===== src/rtl/mult_pipe_pkg.sv =====
// Shared widths, width helper and stage record for the shift-and-add multiplier pipe.
package mult_pipe_pkg;

   localparam int MULT_A_W = 16;
   localparam int MULT_B_W = 8;

   function automatic int prod_w(input int a, input int b);
      return a + b;
   endfunction

   localparam int MULT_P_W = prod_w(MULT_A_W, MULT_B_W);

   // One stage's contents at the default widths.
   typedef struct packed {
      logic                vld;
      logic [MULT_P_W-1:0] mcand;
      logic [MULT_B_W-1:0] mplier;
      logic [MULT_P_W-1:0] sum;
      logic                sgn;
   } mult_stage_t;

endpackage


===== src/rtl/mult_pipe_sa_stage.sv =====
// One shift-and-add stage: conditional add (or subtract on the signed MSB stage), hold on stall.
// The subtract path and signed flag exist only when MULT_PIPE_SIGNED_EN is defined.
module mult_pipe_sa_stage
   import mult_pipe_pkg::*;
#(
   parameter int P_W      = MULT_P_W,
   parameter int B_W      = MULT_B_W,
   parameter bit IS_FIRST = 1'b0,
   parameter bit IS_LAST  = 1'b0
) (
   input  logic           clk,
   input  logic           rst_n,
   input  logic           advance,
   input  logic           flush,
   input  logic           in_vld,
   input  logic [P_W-1:0] in_mcand,
   input  logic [B_W-1:0] in_mplier,
   input  logic [P_W-1:0] in_sum,
   input  logic           in_sgn,
   output logic           vld_q,
   output logic [P_W-1:0] mcand_q,
   output logic [B_W-1:0] mplier_q,
   output logic [P_W-1:0] sum_q,
   output logic           sgn_q
);

   logic [P_W-1:0] mcand_k;
   logic [P_W-1:0] sum_nxt;

   // The head stage sees a*2^0 straight from the input; every later stage doubles it.
   assign mcand_k = IS_FIRST ? in_mcand : {in_mcand[P_W-2:0], 1'b0};

`ifdef MULT_PIPE_SIGNED_EN
   always_comb begin
      sum_nxt = in_sum;
      if (in_mplier[0]) begin
         if (IS_LAST && in_sgn)
            sum_nxt = in_sum - mcand_k;
         else
            sum_nxt = in_sum + mcand_k;
      end
   end

   always_ff @(posedge clk or negedge rst_n) begin
      if (!rst_n)
         sgn_q <= 1'b0;
      else if (flush)
         sgn_q <= 1'b0;
      else if (advance)
         sgn_q <= in_vld ? in_sgn : 1'b0;
   end
`else
   logic unused_sgn;
   assign unused_sgn = in_sgn ^ IS_LAST;
   assign sgn_q      = 1'b0;

   always_comb begin
      sum_nxt = in_sum;
      if (in_mplier[0])
         sum_nxt = in_sum + mcand_k;
   end
`endif

   // Bubbles load all-zero so an empty slot never carries stale data.
   always_ff @(posedge clk or negedge rst_n) begin
      if (!rst_n) begin
         vld_q    <= 1'b0;
         mcand_q  <= '0;
         mplier_q <= '0;
         sum_q    <= '0;
      end else if (flush) begin
         vld_q    <= 1'b0;
         mcand_q  <= '0;
         mplier_q <= '0;
         sum_q    <= '0;
      end else if (advance) begin
         if (in_vld) begin
            vld_q    <= 1'b1;
            mcand_q  <= mcand_k;
            mplier_q <= in_mplier >> 1;
            sum_q    <= sum_nxt;
         end else begin
            vld_q    <= 1'b0;
            mcand_q  <= '0;
            mplier_q <= '0;
            sum_q    <= '0;
         end
      end
   end

endmodule


===== src/rtl/mult_pipe_sa.sv =====
// Fully pipelined shift-and-add multiplier, one stage per multiplier bit, valid/ready with flush.
// Define MULT_PIPE_SIGNED_EN to honour in_signed (two's-complement operands per item).
module mult_pipe_sa
   import mult_pipe_pkg::*;
#(
   parameter int A_W = MULT_A_W,
   parameter int B_W = MULT_B_W,
   parameter int P_W = prod_w(A_W, B_W)
) (
   input  logic           clk,
   input  logic           rst_n,
   input  logic           flush,
   input  logic           in_valid,
   output logic           in_ready,
   input  logic [A_W-1:0] in_a,
   input  logic [B_W-1:0] in_b,
   input  logic           in_signed,
   output logic           out_valid,
   input  logic           out_ready,
   output logic [P_W-1:0] out_p
);

   logic                    advance;
   logic [B_W-1:0]          vld_q;
   logic [B_W-1:0][P_W-1:0] mcand_q;
   logic [B_W-1:0][B_W-1:0] mplier_q;
   logic [B_W-1:0][P_W-1:0] sum_q;
   logic [B_W-1:0]          sgn_q;
   logic [P_W-1:0]          a_ext;
   logic                    sgn_in;
   logic                    unused_tail;

   assign advance  = out_ready | ~out_valid;
   assign in_ready = advance & ~flush;

`ifdef MULT_PIPE_SIGNED_EN
   logic signed [A_W-1:0] a_s;
   logic signed [P_W-1:0] a_sx;
   assign a_s    = in_a;
   assign a_sx   = P_W'(a_s);
   assign sgn_in = in_signed;
   assign a_ext  = in_signed ? a_sx : P_W'(in_a);
`else
   logic unused_signed;
   assign unused_signed = in_signed;
   assign sgn_in        = 1'b0;
   assign a_ext         = P_W'(in_a);
`endif

   for (genvar k = 0; k < B_W; k++) begin : g_stage
      logic           pv;
      logic [P_W-1:0] pm;
      logic [B_W-1:0] pb;
      logic [P_W-1:0] ps;
      logic           pg;

      if (k == 0) begin : g_head
         assign pv = in_valid;
         assign pm = a_ext;
         assign pb = in_b;
         assign ps = '0;
         assign pg = sgn_in;
      end else begin : g_body
         assign pv = vld_q[k-1];
         assign pm = mcand_q[k-1];
         assign pb = mplier_q[k-1];
         assign ps = sum_q[k-1];
         assign pg = sgn_q[k-1];
      end

      mult_pipe_sa_stage #(
         .P_W      (P_W),
         .B_W      (B_W),
         .IS_FIRST (k == 0),
         .IS_LAST  (k == B_W - 1)
      ) u_stage (
         .clk       (clk),
         .rst_n     (rst_n),
         .advance   (advance),
         .flush     (flush),
         .in_vld    (pv),
         .in_mcand  (pm),
         .in_mplier (pb),
         .in_sum    (ps),
         .in_sgn    (pg),
         .vld_q     (vld_q[k]),
         .mcand_q   (mcand_q[k]),
         .mplier_q  (mplier_q[k]),
         .sum_q     (sum_q[k]),
         .sgn_q     (sgn_q[k])
      );
   end

   // The tail stage's multiplicand, leftover multiplier bits and sign flag have no consumer.
   assign unused_tail = ^{mcand_q[B_W-1], mplier_q[B_W-1], sgn_q[B_W-1]};

   assign out_valid = vld_q[B_W-1];
   assign out_p     = sum_q[B_W-1];

endmodule


===== config.mk =====
export PLATFORM = sky130hd
export DESIGN_NAME = mult_pipe_sa
export DESIGN_NICKNAME = d
export VERILOG_FILES = /design/src/rtl/mult_pipe_pkg.sv /design/src/rtl/mult_pipe_sa_stage.sv /design/src/rtl/mult_pipe_sa.sv
export SDC_FILE = /design/constraint.sdc
export NUM_CORES = 1
export LEC_CHECK = 0
export CAP_MARGIN = 25
export CORE_UTILIZATION = 65
export CTS_BUF_LIST = sky130_fd_sc_hd__clkbuf_4 sky130_fd_sc_hd__clkbuf_8 sky130_fd_sc_hd__clkbuf_16
export DETAILED_ROUTE_END_ITERATION = 6
export GPL_TIMING_DRIVEN = 0
export PLACE_DENSITY = 0.84
export SYNTH_ARGS = -nofsm -noshare
export SYNTH_HDL_FRONTEND = slang
export SYNTH_SLANG_ARGS = --single-unit

===== constraint.sdc =====
create_clock -name clk -period 5.6 [get_ports clk]
set_input_delay 0.56 -clock clk [delete_from_list [all_inputs] [get_ports clk]]
set_output_delay 0.56 -clock clk [all_outputs]
set_load 0.01 [all_outputs]

==> results.tsv <==
stage	metric	value	unit
layout	multi-input logic area	8229	µm²
layout	Layout Nets	1776	
floorplanning	# IOs	56	
setup_path	crit-path cells	clkdlybuf4s50_1, nor2b_1, nor2_1, buf_2, clkdlybuf4s50_1	
sta	pin slew with the least headroom to its limit	1.087	ns
routing	vias per cell	6.540	
setup_path	Worst Path Buf+Inv	3	
routing	WL final	43.42	mm
cts	clk sinks	311	
synthesis	most instantiated library cell after synthesis	dfrtp_1	
placement	Detail Placement HPWL	32.42	mm
sta	post-layout minimum cycle time	3.591	ns
floorplanning	core area	24530	µm²
pwr	Sequential Power Share	47.1	%
cts	clk root buf	clkbuf_16	
cts	total CTS buffers	34	
setup_path	worst-path maximum fanout	10	
floorplanning	Die Height	160.7	µm
routing	DR vias	12920	
floorplanning	die area	25830	µm²
floorplanning	Site Rows	57	
layout	Layout Area Growth over Synthesis	13.59	%
pwr	Net Sw Frac	21.08	%
routing	first-pass detailed-route iteration total	5	
global_route	initial antenna violation count	0	
synthesis	Syn Area/Cell	10.66	µm²
layout	Fillers	1639	
synthesis	Synth cell types	56	
global_route	GRT overflow	0	
pwr	switching pwr	1018	µW
global_route	largest net degree at the start of global routing	126	
routing	initial drt markers	850	
synthesis	Post-synth top cells	dfrtp_1, a22o_1, nand2_1, o21ai_0, ha_1	
floorplanning	Starting Density	66.74	%
sta	Max Freq	0.2785	GHz
cts	Reg clk slew, reported paths	0.06	ns
layout	fraction of layout cells with a size suffix above 1	4.724	%
layout	Final Instance Count excl. Fillers	1975	
setup_path	peak per-stage delay on the critical path	0.77	ns
setup_path	Slowest cell on crit path	nor2_1	
run	Max Cap Viol	0	
cts	Setup Fix Bufs, Post-CTS	0	
pwr	maximum vdd ir drop	250.3	µV
cts	htree depth	2	
synthesis	Yosys warning total	0	
setup_path	critical path capture point type	output pin	
synthesis	fraction of registers with async set/reset	100.0	%
cts	Worst-Skew Late Latency	0.52	ns
sta	clock skew	0.02269	ns
synthesis	Synth Register Bits	311	
sta	RSZ-0062 raised after global routing	no	
sta	Worst slew margin	27.56	%
synthesis	Post-Syn Area	16370	µm²
global_route	vias in the first global route	13390	
global_route	total track usage	34.71	%
pwr	fraction of power consumed by the clock network	50.0	%
setup_path	WP data required	5.04	ns
run_status	status	completed	
routing	DR WL/cell	21.99	µm
synthesis	cell taking the most area after synthesis	dfrtp_1	
sta	Hold Vio Cnt, Final	0	
placement	gpl congestion	0.9429	
cts	CTS tree	done	
pwr	internal power	3812	µW
cts	clk buf depth	3	
setup_path	Top cell by count, worst path	clkdlybuf4s50_1	
layout	register area	7782	µm²
setup_path	Setup CP Type	input port to output pin	
placement	placed insts	1916	
setup_path	top cell family by delay on the critical path	buffers and inverters	
sta	Slew Limit Fails	0	
pwr	Comb power frac	2.9	%
sta	count of final setup violators	0	
cts	CTS resizes	0	
routing	antenna viol nets, final	0	
cts	hold buffers post-CTS	0	
synthesis	Top FF cell, synth	dfrtp_1	
layout	diode count	0	
placement	# port buffers	54	
worst_hold_path	Hold Path Class	input port to asynchronous set/reset pin	
setup_path	Setup crit start kind	input port	
synthesis	post-synthesis sequential area ratio	47.53	%
synthesis	top-area cell type share of the netlist area	47.53	%
pwr	Power Density	259.7	nW/µm²
global_route	first-pass GRT wire length	69.63	mm
setup_path	Arrival @ worst endpoint	3.03	ns
floorplanning	die span in x	160.7	µm
routing	DRC	0	
sta	final period utilization	64.13	%
synthesis	syn nets	1684	
synthesis	gate count of the mapped netlist	1536	
synthesis	top cells by area, synth	dfrtp_1, a22o_1, ha_1, o21ai_0, nand2_1	
pwr	Static Leak	0.008803	µW
layout	utilization after layout	75.81	%
setup_path	R2R Setup Slk	2.39	ns
synthesis	EDFF count, synth	0	
## layout make-up
class | instances | area share [%]
inverters | 20 | 0.4037
repair buffers | 56 | 3.229
multi-input cells | 1131 | 44.25
well taps | 324 | 2.180
clock buffers | 46 | 5.456
plain buffers | 74 | 1.541
flip-flops and latches | 311 | 41.85
clock inverters | 13 | 1.097
## final timing paths
path,start,end,cells after the start
worst max register to register,g_stage[7].u_stage.vld_q,g_stage[7].u_stage.sum_q[18],7
worst min-delay path,rst_n,g_stage[7].u_stage.sum_q[22],1
worst max-delay path,out_ready,in_ready,5
max in group asynchronous,rst_n,g_stage[0].u_stage.sum_q[5],2
min in group clk,g_stage[7].u_stage.sum_q[10],g_stage[7].u_stage.sum_q[10],2
worst min register to register,g_stage[7].u_stage.sum_q[10],g_stage[7].u_stage.sum_q[10],2
## state kept, by name (all words and copies together), names as in the netlist
name                      count
g_stage.u_stage.mcand_q     112
g_stage.u_stage.sum_q       163
g_stage.u_stage.mplier_q     28
g_stage.u_stage.vld_q         8
## per-stage QoR
stage                     power, µW  TNS (ns)  cell area [µm²]  hold WS [ns]  worst slack (ns)
after detailed placement       2456         0            17380        0.4744             2.013
final                          4830         0            18600       0.08240             2.009
after CTS                      4834         0            18600        0.1293             2.086
after floorplan                2362         0            16370        0.2644             3.001
after global placement         2452  -2769.71            17320        0.4639            -8.930
after global routing           4942         0            18600        0.1590             1.969
## cells in the final DEF, fill, tap and decap left out, drive strengths merged, types with 8 or more instances in the layout
master and count:
a211oi 17, a21o 38, a21oi 82, a22o 184, a22oi 42, a31oi 13, a32oi 12, and2 17
and3 8, buf 13, clkbuf 110, clkdlybuf4s50 53, dfrtp 311, ha 111, inv 22, mux2i 40
nand2 145, nand2b 9, nand3 11, nand4 14, nor2 42, nor2b 8, o21a 10, o21ai 159
o21bai 13, xnor2 50, xor2 36
## power groups by stage
stage	Clock [µW]	Sequential, µW	Combinational (µW)
finish	2420	2270	141
global route	2510	2270	158
CTS	2420	2270	143
detailed placement	0	2310	142
global placement	0	2320	135
floorplan	0	2310	52.4
## per-layer routing
metal  track usage, %  vias to the layer above  routed length, µm
li1                 -                     6014                  -
met1            39.53                     6392              16820
met2            63.77                      387              22710
met3            3.796                      123               1782
met4            18.83                        0               2100
met5                0                        -                  0
## cell families after synthesis
kind of cell | synth area share, %
and+or+nand+nor | 7.313
DFF | 47.53
xor gates and xnor gates | 4.600
adders and majority gates | 9.338
buffers and inverters | 2.208
AOI/OAI and AO/OA | 26.49
muxes | 2.514
(Power assumes the default switching activity.)
